`config.mk`:
```
export PLATFORM = sky130hd
export DESIGN_NAME = tpu_job_scheduler
export DESIGN_NICKNAME = d
export VERILOG_FILES = /design/src/rtl/tpu_job_scheduler.sv
export SDC_FILE = /design/constraint.sdc
export NUM_CORES = 1
export LEC_CHECK = 0
export ABC_CLOCK_PERIOD_IN_PS = 5400
export BUFFER_PORTS_ARGS = -buffer_cell sky130_fd_sc_hd__buf_2
export CORE_AREA = 2 2 124 126
export DETAILED_ROUTE_END_ITERATION = 8
export DIE_AREA = 0 0 126 128
export PLACE_DENSITY = 0.74
export SYNTH_ARGS = -nofsm -noshare
export SYNTH_HDL_FRONTEND = slang
export SYNTH_SLANG_ARGS = --single-unit
export TNS_END_PERCENT = 100
```
`constraint.sdc`:
```
create_clock -name clk -period 5.4 [get_ports clk]
set_input_delay 0.81 -clock clk [delete_from_list [all_inputs] [get_ports clk]]
set_output_delay 0.81 -clock clk [all_outputs]
set_load 0.03 [all_outputs]
```
`src/rtl/tpu_job_scheduler.sv`:
```
// Job queue and launch sequencer between host control registers and the TPU core.
// Optional watchdog (ERR state, err/err_clr) is enabled with `define TPU_SCHED_TIMEOUT_EN.
module tpu_job_scheduler #(
  parameter int QDEPTH         = 4,
  parameter int CNT_BITS       = 16,
  parameter int TIMEOUT_CYCLES = 65535
) (
  input  logic                      clk,
  input  logic                      rst,
  input  logic                      job_valid,
  output logic                      job_ready,
  input  logic [7:0]                job_k,
  input  logic [7:0]                job_m,
  input  logic [7:0]                job_n,
  input  logic                      flush,
  output logic                      tpu_in_valid,
  output logic [7:0]                tpu_k,
  output logic [7:0]                tpu_m,
  output logic [7:0]                tpu_n,
  input  logic                      tpu_busy,
  input  logic                      tpu_ap_done,
  input  logic                      tpu_ap_idle,
  output logic                      done_pulse,
  output logic                      job_drop,
  output logic [CNT_BITS-1:0]       done_count,
  output logic [$clog2(QDEPTH):0]   q_level,
  output logic                      sched_busy,
  output logic                      err,
  input  logic                      err_clr
);

  localparam int AW = $clog2(QDEPTH);
  localparam int PW = AW + 1;

  typedef enum logic [2:0] {
    S_IDLE,
    S_LAUNCH,
    S_RUN,
    S_RETIRE
`ifdef TPU_SCHED_TIMEOUT_EN
    , S_ERR
`endif
  } state_t;

  state_t          state_q, state_d;
  logic [PW-1:0]   wr_ptr_q, wr_ptr_d, rd_ptr_q, rd_ptr_d;
  logic [23:0]     mem_q [QDEPTH];
  logic [23:0]     mem_d [QDEPTH];
  logic            tpu_in_valid_q, tpu_in_valid_d;
  logic [23:0]     tpu_dims_q, tpu_dims_d;
  logic            done_pulse_q, done_pulse_d;
  logic            job_drop_q, job_drop_d;
  logic [CNT_BITS-1:0] done_count_q, done_count_d;
  logic            sched_busy_q, sched_busy_d;

  logic [PW-1:0]   level;
  logic            full, empty, handshake, dims_ok, push;

`ifdef TPU_SCHED_TIMEOUT_EN
  localparam int TW = $clog2(TIMEOUT_CYCLES + 1);
  logic [TW-1:0]   tmo_q, tmo_d;
  logic            err_q, err_d;
  logic            unused_inputs;
  assign unused_inputs = tpu_busy;
  assign err = err_q;
`else
  logic            unused_inputs;
  assign unused_inputs = (^{tpu_busy, err_clr}) ^ (TIMEOUT_CYCLES == 0);
  assign err = 1'b0;
`endif

  assign level     = wr_ptr_q - rd_ptr_q;
  assign full      = (level == PW'(QDEPTH));
  assign empty     = (wr_ptr_q == rd_ptr_q);
  assign job_ready = !full && !flush;
  assign handshake = job_valid && job_ready;
  assign dims_ok   = (job_k != 8'd0) && (job_m != 8'd0) && (job_n != 8'd0);
  assign push      = handshake && dims_ok;

  always_comb begin
    state_d        = state_q;
    wr_ptr_d       = wr_ptr_q + PW'(push);
    rd_ptr_d       = rd_ptr_q;
    mem_d          = mem_q;
    tpu_in_valid_d = 1'b0;
    tpu_dims_d     = tpu_dims_q;
    done_pulse_d   = 1'b0;
    job_drop_d     = handshake && !dims_ok;
    done_count_d   = done_count_q;
`ifdef TPU_SCHED_TIMEOUT_EN
    tmo_d          = tmo_q;
    err_d          = err_q && !err_clr;
`endif
    if (push) begin
      mem_d[wr_ptr_q[AW-1:0]] = {job_k, job_m, job_n};
    end

    case (state_q)
      // Head is latched on the way into LAUNCH so the dims are valid alongside the strobe.
      S_IDLE: begin
        if (!empty && tpu_ap_idle && !flush) begin
          state_d        = S_LAUNCH;
          tpu_in_valid_d = 1'b1;
          tpu_dims_d     = mem_q[rd_ptr_q[AW-1:0]];
        end
      end
      S_LAUNCH: begin
        state_d = S_RUN;
        if (!empty) begin
          rd_ptr_d = rd_ptr_q + PW'(1);
        end
`ifdef TPU_SCHED_TIMEOUT_EN
        tmo_d = '0;
`endif
      end
      S_RUN: begin
        if (tpu_ap_done) begin
          state_d      = S_RETIRE;
          done_pulse_d = 1'b1;
        end
`ifdef TPU_SCHED_TIMEOUT_EN
        else if (tmo_q == TW'(TIMEOUT_CYCLES - 1)) begin
          state_d = S_ERR;
          err_d   = 1'b1;
        end else begin
          tmo_d = tmo_q + TW'(1);
        end
`endif
      end
      S_RETIRE: begin
        state_d      = S_IDLE;
        done_count_d = done_count_q + CNT_BITS'(1);
      end
`ifdef TPU_SCHED_TIMEOUT_EN
      S_ERR: begin
        err_d = 1'b1;
        if (err_clr) begin
          state_d = S_IDLE;
          err_d   = 1'b0;
        end
      end
`endif
      default: state_d = S_IDLE;
    endcase

    if (flush) begin
      rd_ptr_d = wr_ptr_q;
    end
    sched_busy_d = (state_d != S_IDLE);
  end

  always_ff @(posedge clk or posedge rst) begin
    if (rst) begin
      state_q        <= S_IDLE;
      wr_ptr_q       <= '0;
      rd_ptr_q       <= '0;
      for (int i = 0; i < QDEPTH; i++) begin
        mem_q[i] <= '0;
      end
      tpu_in_valid_q <= 1'b0;
      tpu_dims_q     <= '0;
      done_pulse_q   <= 1'b0;
      job_drop_q     <= 1'b0;
      done_count_q   <= '0;
      sched_busy_q   <= 1'b0;
`ifdef TPU_SCHED_TIMEOUT_EN
      tmo_q          <= '0;
      err_q          <= 1'b0;
`endif
    end else begin
      state_q        <= state_d;
      wr_ptr_q       <= wr_ptr_d;
      rd_ptr_q       <= rd_ptr_d;
      mem_q          <= mem_d;
      tpu_in_valid_q <= tpu_in_valid_d;
      tpu_dims_q     <= tpu_dims_d;
      done_pulse_q   <= done_pulse_d;
      job_drop_q     <= job_drop_d;
      done_count_q   <= done_count_d;
      sched_busy_q   <= sched_busy_d;
`ifdef TPU_SCHED_TIMEOUT_EN
      tmo_q          <= tmo_d;
      err_q          <= err_d;
`endif
    end
  end

  assign tpu_in_valid = tpu_in_valid_q;
  assign tpu_k        = tpu_dims_q[23:16];
  assign tpu_m        = tpu_dims_q[15:8];
  assign tpu_n        = tpu_dims_q[7:0];
  assign done_pulse   = done_pulse_q;
  assign job_drop     = job_drop_q;
  assign done_count   = done_count_q;
  assign q_level      = level;
  assign sched_busy   = sched_busy_q;

endmodule

```
Yosys cells after proc, flatten, opt, wreduce, memory -nomap -nowiden

Cells that the tools add are included.

Add/sub/neg operators: 4
Order comparisons: 3
Equality and inequality tests: 6
Muxes and demuxes: 16
Bitwise logic cells: 2
Reductions and logical operators: 21

Operators by type and width:

| cell                                                                  | number |
|---|---|
| 96-bit bitwise mux                                                    | 1 |
| 24-bit 2-to-1 mux                                                     | 3 |
| 24-bit binary-select mux with 2-bit select                            | 1 |
| 24-bit demux with 2-bit select                                        | 1 |
| 8-bit nonzero test                                                    | 3 |
| 16-bit by 1-bit adder with 16-bit output, second input constant       | 1 |
| 3-bit 2-to-1 mux                                                      | 5 |
| 1-bit logical AND                                                     | 9 |
| 3-bit case mux with 3 select lines                                    | 1 |
| 3-bit by 2-bit equality test with 1-bit output, second input constant | 2 |
| 3-bit greater-or-equal comparator, second input constant              | 2 |
| 2-bit NOT with 3-bit output                                           | 2 |
| 1-bit zero test                                                       | 4 |
| 1-bit 2-to-1 mux                                                      | 4 |
| 2-bit AND reduction                                                   | 2 |
| 3-bit by 1-bit adder with 3-bit output                                | 1 |
| 3-bit by 1-bit adder with 3-bit output, second input constant         | 1 |
| 3-bit by 1-bit equality test with 1-bit output, second input constant | 1 |
| 3-bit equality test                                                   | 1 |
| 3-bit equality test, second input constant                            | 1 |
| 3-bit zero test                                                       | 1 |
| 3-bit by 1-bit < comparator with 1-bit output, second input constant  | 1 |
| 3-bit nonzero test                                                    | 1 |
| 3-bit subtractor                                                      | 1 |
| 2 further kinds                                                       | 2 |

Register bits after elaboration: 149
Bits of input ports: 32
Output and inout port bits: 49
Logic and storage cells: 65

Logic depth before layout (Yosys ltp)

Word-level depth: 7
Mapped depth: 10
Mapped depth without buffers: 9

Least setup slack after synthesis

OpenSTA, ideal clock, no wires.

Kind: flip-flop to output port
From: register wr_ptr_q[0]
To: output port job_ready
Arrival: 2.266 ns
Required time: 4.590 ns
Setup slack: 2.324 ns
Stages on the path, launching flop included: 6
Path buffers: 0
Cell sequence: dfrtp_1 inv_1 ha_1 fa_1 xnor2_1 a31oi_1

Cells in the longest elaborated chain, start to end: 4

Ends and longest elaborated chain:

| element                  | line | text |
|---|---|---|
| start: declaration       | 46   | `logic [PW-1:0] wr_ptr_q, wr_ptr_d, rd_ptr_q, rd_ptr_d;` |
| start signal: assignment | 172  | `wr_ptr_q <= wr_ptr_d;` |
| 3-bit subtractor         | 72   | `assign level = wr_ptr_q - rd_ptr_q;` |
| named net q_level[2]     | 26   | `output logic [$clog2(QDEPTH):0] q_level,` |
| 3-bit equality test      | 73   | `assign full = (level == PW'(QDEPTH));` |
| 1-bit zero test          | 75   | `assign job_ready = !full && !flush;` |
| 1-bit logical AND        | 75   |  |
| end: declaration         | 11   | `output logic job_ready,` |

The timed path passes the listed nets, and every way through them passes these cells.

Worst setup path after layout

From: register wr_ptr_q[0]
To: register mem_q[87] (netlist bit)

Cells in the longest elaborated chain, start to end: 6
Elaborated cells on any way between the ends: 13
Classes of those cells: 1 x add/sub; 2 x order compare; 1 x eq/ne; 3 x mux; 1 x bitwise; 5 x reduce/logical

Ends and longest elaborated chain:

| element                                                                               | line   | text |
|---|---|---|
| 2-bit NOT with 3-bit output (implied by the code) or 3-bit subtractor (tied branches) | 95, 72 |  |
| 3-bit greater-or-equal comparator (implied by the code), or another cell as far along | 95     | `mem_d[wr_ptr_q[AW-1:0]] = {job_k, job_m, job_n};` |
| 1-bit logical AND (implied by the code) or 1-bit zero test (tied branches)            | 95, 75 |  |
| 24-bit 2-to-1 mux (implied by the code) or 1-bit logical AND (tied branches)          | 95, 75 |  |
| 24-bit demux with 2-bit select or 1-bit logical AND (tied branches)                   | 95, 76 |  |
| 96-bit bitwise mux or 1-bit logical AND (tied branches)                               | 95, 78 |  |
| end signal: assignment                                                                | 174    | `mem_q <= mem_d;` |
| end: declaration                                                                      | 47     | `logic [23:0] mem_q [QDEPTH];` |

Parallel ways exist; a longest one is shown, timed or not.
A chain may end at the register's enable or synchronous reset.

==> summary.txt <==
Status
  – Outcome: completed

CTS
  – Setup Buffers After CTS: 0
  – Clk root buf: clkbuf_16
  – Post-CTS Resized: 0
  – CTS tree: done
  – CTS Hold Bufs: 0
  – Clk buf depth: 2
  – CTS Sinks: ~150
  – Clk_lat worst skew: about 0.42 ns
  – CTS Buf Count: 17
  – H-Tree Depth: 4
  – Worst-path clk slew: about 0.06 ns

Route
  – Iter 0 DRT Violations: ~230
  – DRC errors left: 0
  – Routed Wire Length: 13.2 mm
  – Vias per cell: ~5.2
  – Vias: 3685
  – Routed Antenna Nets: 0
  – Pre-antenna DRT Iters: 4
  – WL/cell: between 15 and 20 um

Yosys
  – Post-synth top area cell: dfrtp_1
  – Top cell type's share of synthesized area: between 50% and 60%
  – #FFs+latches synth: around 150
  – Most used DFF post-synth: dfrtp_1
  – Number of synthesized flops with an enable pin: 0
  – Ys async rst share: 100%
  – Cells after Synth: 414
  – Synth top area cells: dfrtp_1 (57%), mux2_1 (8.6%), mux2_2 (8.6%)
  – Avg Inst Size Synth: roughly 16 um2
  – Yosys warnings: 0
  – Sequential share of the synthesized area: between 50% and 60%
  – Cell variety after synth: 38
  – Mapped Area: about 0.0066 mm2

Setup path
  – CP startpoint: wr_ptr_q[0]
  – Worst r2r path cells: 8
  – CP startpoint kind: register
  – CP Capture Point: mem_q[87]
  – Crit-path slowest cell: nor4_4
  – R2R Setup Slk: 1.79 ns
  – Crit-path cells: inv_1 > ha_1 > fa_1 > xnor2_1 > a311o_1 > nor4_4 > buf_4 > mux2_2
  – Crit path DAT: 3.91 ns
  – Critical Path RT: between 5 and 6 ns
  – CP max FO: 15
  – Reg2reg start: wr_ptr_q[0]
  – Max incr delay on CP: ~0.67 ns
  – RR Endpoint: mem_q[87]
  – WS Path Type: register to register
  – Crit path capture type: register

Cells and area
  – Finished Layout Cells: 703
  – Post-route cell area: a little under 0.008 mm2
  – Most frequent cells in the layout: dfrtp_1 (148), buf_2 (77), mux2_2 (50), mux2_1 (50), mux4_2 (24)
  – Most common cell after layout, fill and taps aside: dfrtp_1
  – Area of the multi-input gates: about 0.0027 mm2
  – Nets: roughly 540
  – Antenna Diode Count: 0
  – FF+latch area: ~0.0037 mm2
  – Layout fillers: approximately 1.3k
  – Layout area overhead: 17.6%
  – Fraction of layout cells with a size suffix above 1: between 40% and 50%
  – Fin util: between 50% and 60%

Worst hold path
  – Hold Crit Class: register to register

Global route
  – Overflow left after global routing: 0
  – Total track usage: roughly 18%
  – Initial antenna violation count: 0
  – First-pass GRT wire length: about 22 mm
  – Vias in the first global route: 4106
  – Largest net degree at the start of global routing: between 90 and 100

Place
  – Placement Cell Area: 0.00713 mm2
  – Placed insts: around 670
  – GPL Wtd Cong: 0.800
  – Port buffer count: 77
  – Dpl hpwl: approximately 8.7 mm
  – Pre-CTS WS: 1.76 ns

STA
  – Slew @ Worst Pin: 0.852 ns
  – Slew Viols, Final: 0
  – Final WS setup: about 1.8 ns
  – RSZ-0062 raised after global routing: no
  – Final Critical Period: ~3.6 ns
  – Max Freq: between 0.2 and 0.3 GHz
  – Worst hold margin: 0.466 ns
  – Setup violators final: 0
  – Clk_skew: around 0.0067 ns
  – Setup_tns: 0 ns
  – Slew headroom: a little over two fifths
  – Final period utilization: between 60% and 70%
  – Number of hold violations in the final report: 0

Floorplanning
  – Die Y: ~130 um
  – Rows: between 40 and 50
  – Die width: ~130 um
  – Initial Utilization: 44.3%
  – Core Region: approximately 0.015 mm2
  – Die footprint: between 0.015 and 0.02 mm2
  – I/O pin count: slightly above 80

Power and ir drop
  – Peak supply drop: 0.000319 V
  – Pwr Density: a little over 600 mW/mm2
  – Static leakage: about 3.5 nW
  – Power Total: 4.72 mW

Flow run
  – Max_cap viols: 0
-- routing by layer --
layer / wire length [um] / up-vias / track usage, %
met2: 6890 / 64 / 29.9
met4: 283 / 0 / 6.66
met1: 5550 / 1934 / 22.0
li1: - / 1668 / -
met5: 0 / - / 0
met3: 505 / 19 / 4.76
-- cells in the mapped netlist (5+ instances only) --
library cell	instances
dfrtp_1	149
mux2_1	50
mux2_2	50
mux4_2	24
nand2_1	21
mux2_4	20
xnor2_1	12
nor2_1	9
xor2_1	8
buf_6	7
inv_1	7
ha_1	6
nor4_1	6
nand4_1	5
-- cell type report --
cell class / count / area share, %
clock buffer: 23 / 6.18
clock inverter: 9 / 1.62
inverter: 7 / 0.404
multi-input combinational: 239 / 34.5
sequential: 149 / 48.2
tap: 188 / 3.04
timing repair buffer: 88 / 6.05
-- worst min path at each step --
stage,startpoint,to,slack [ns],depth (start not counted)
floorplan,mem_q[24],mem_q[24],0.45,1
global placement,done_count[15],done_count[15],0.46,1
detailed placement,done_count[15],done_count[15],0.46,1
CTS,done_count[15],done_count[15],0.47,1
global route,done_count[15],done_count[15],0.50,1
finish,done_count[15],done_count[15],0.47,1
-- critical path: cells and delay by family (launching register included) --
kind	cells	cell delay, ns
and+or+nand+nor	1	0.67
adders and majority gates	2	0.63
buffers and inverters	2	0.60
AOI/OAI and AO/OA	1	0.54
DFF	1	0.49
muxes	1	0.38
xor gates and xnor gates	1	0.19
-- cells by family after synthesis --
group,synth area share [%]
other cells,0.0570
xor+xnor,2.91
buf+inv,2.81
fa+ha+maj,1.45
simple gates,5.44
compound gates,0.609
mux,30.0
flops,56.7
-- registers in the layout, summed over array words and instances (netlist names) --
| name | count |
|---|---|
| wr_ptr_q | 3 |
| done_count | 16 |
| job_drop | 1 |
| rd_ptr_q | 3 |
| done_pulse | 1 |
| sched_busy | 1 |
| state_q | 3 |
| tpu_in_valid | 1 |
| mem_q | 96 |
| tpu_dims_q | 24 |
-- where the power goes --
part / leakage [nW] / total [mW] / internal [mW] / switching, mW
sequential: 1.84 / 1.87 / 1.60 / 0.267
clock: 0.293 / 1.20 / 0.760 / 0.437
combinational: 1.41 / 1.65 / 0.849 / 0.801
total: 3.55 / 4.72 / 3.21 / 1.50
Power figures use the tool's default switching activity.
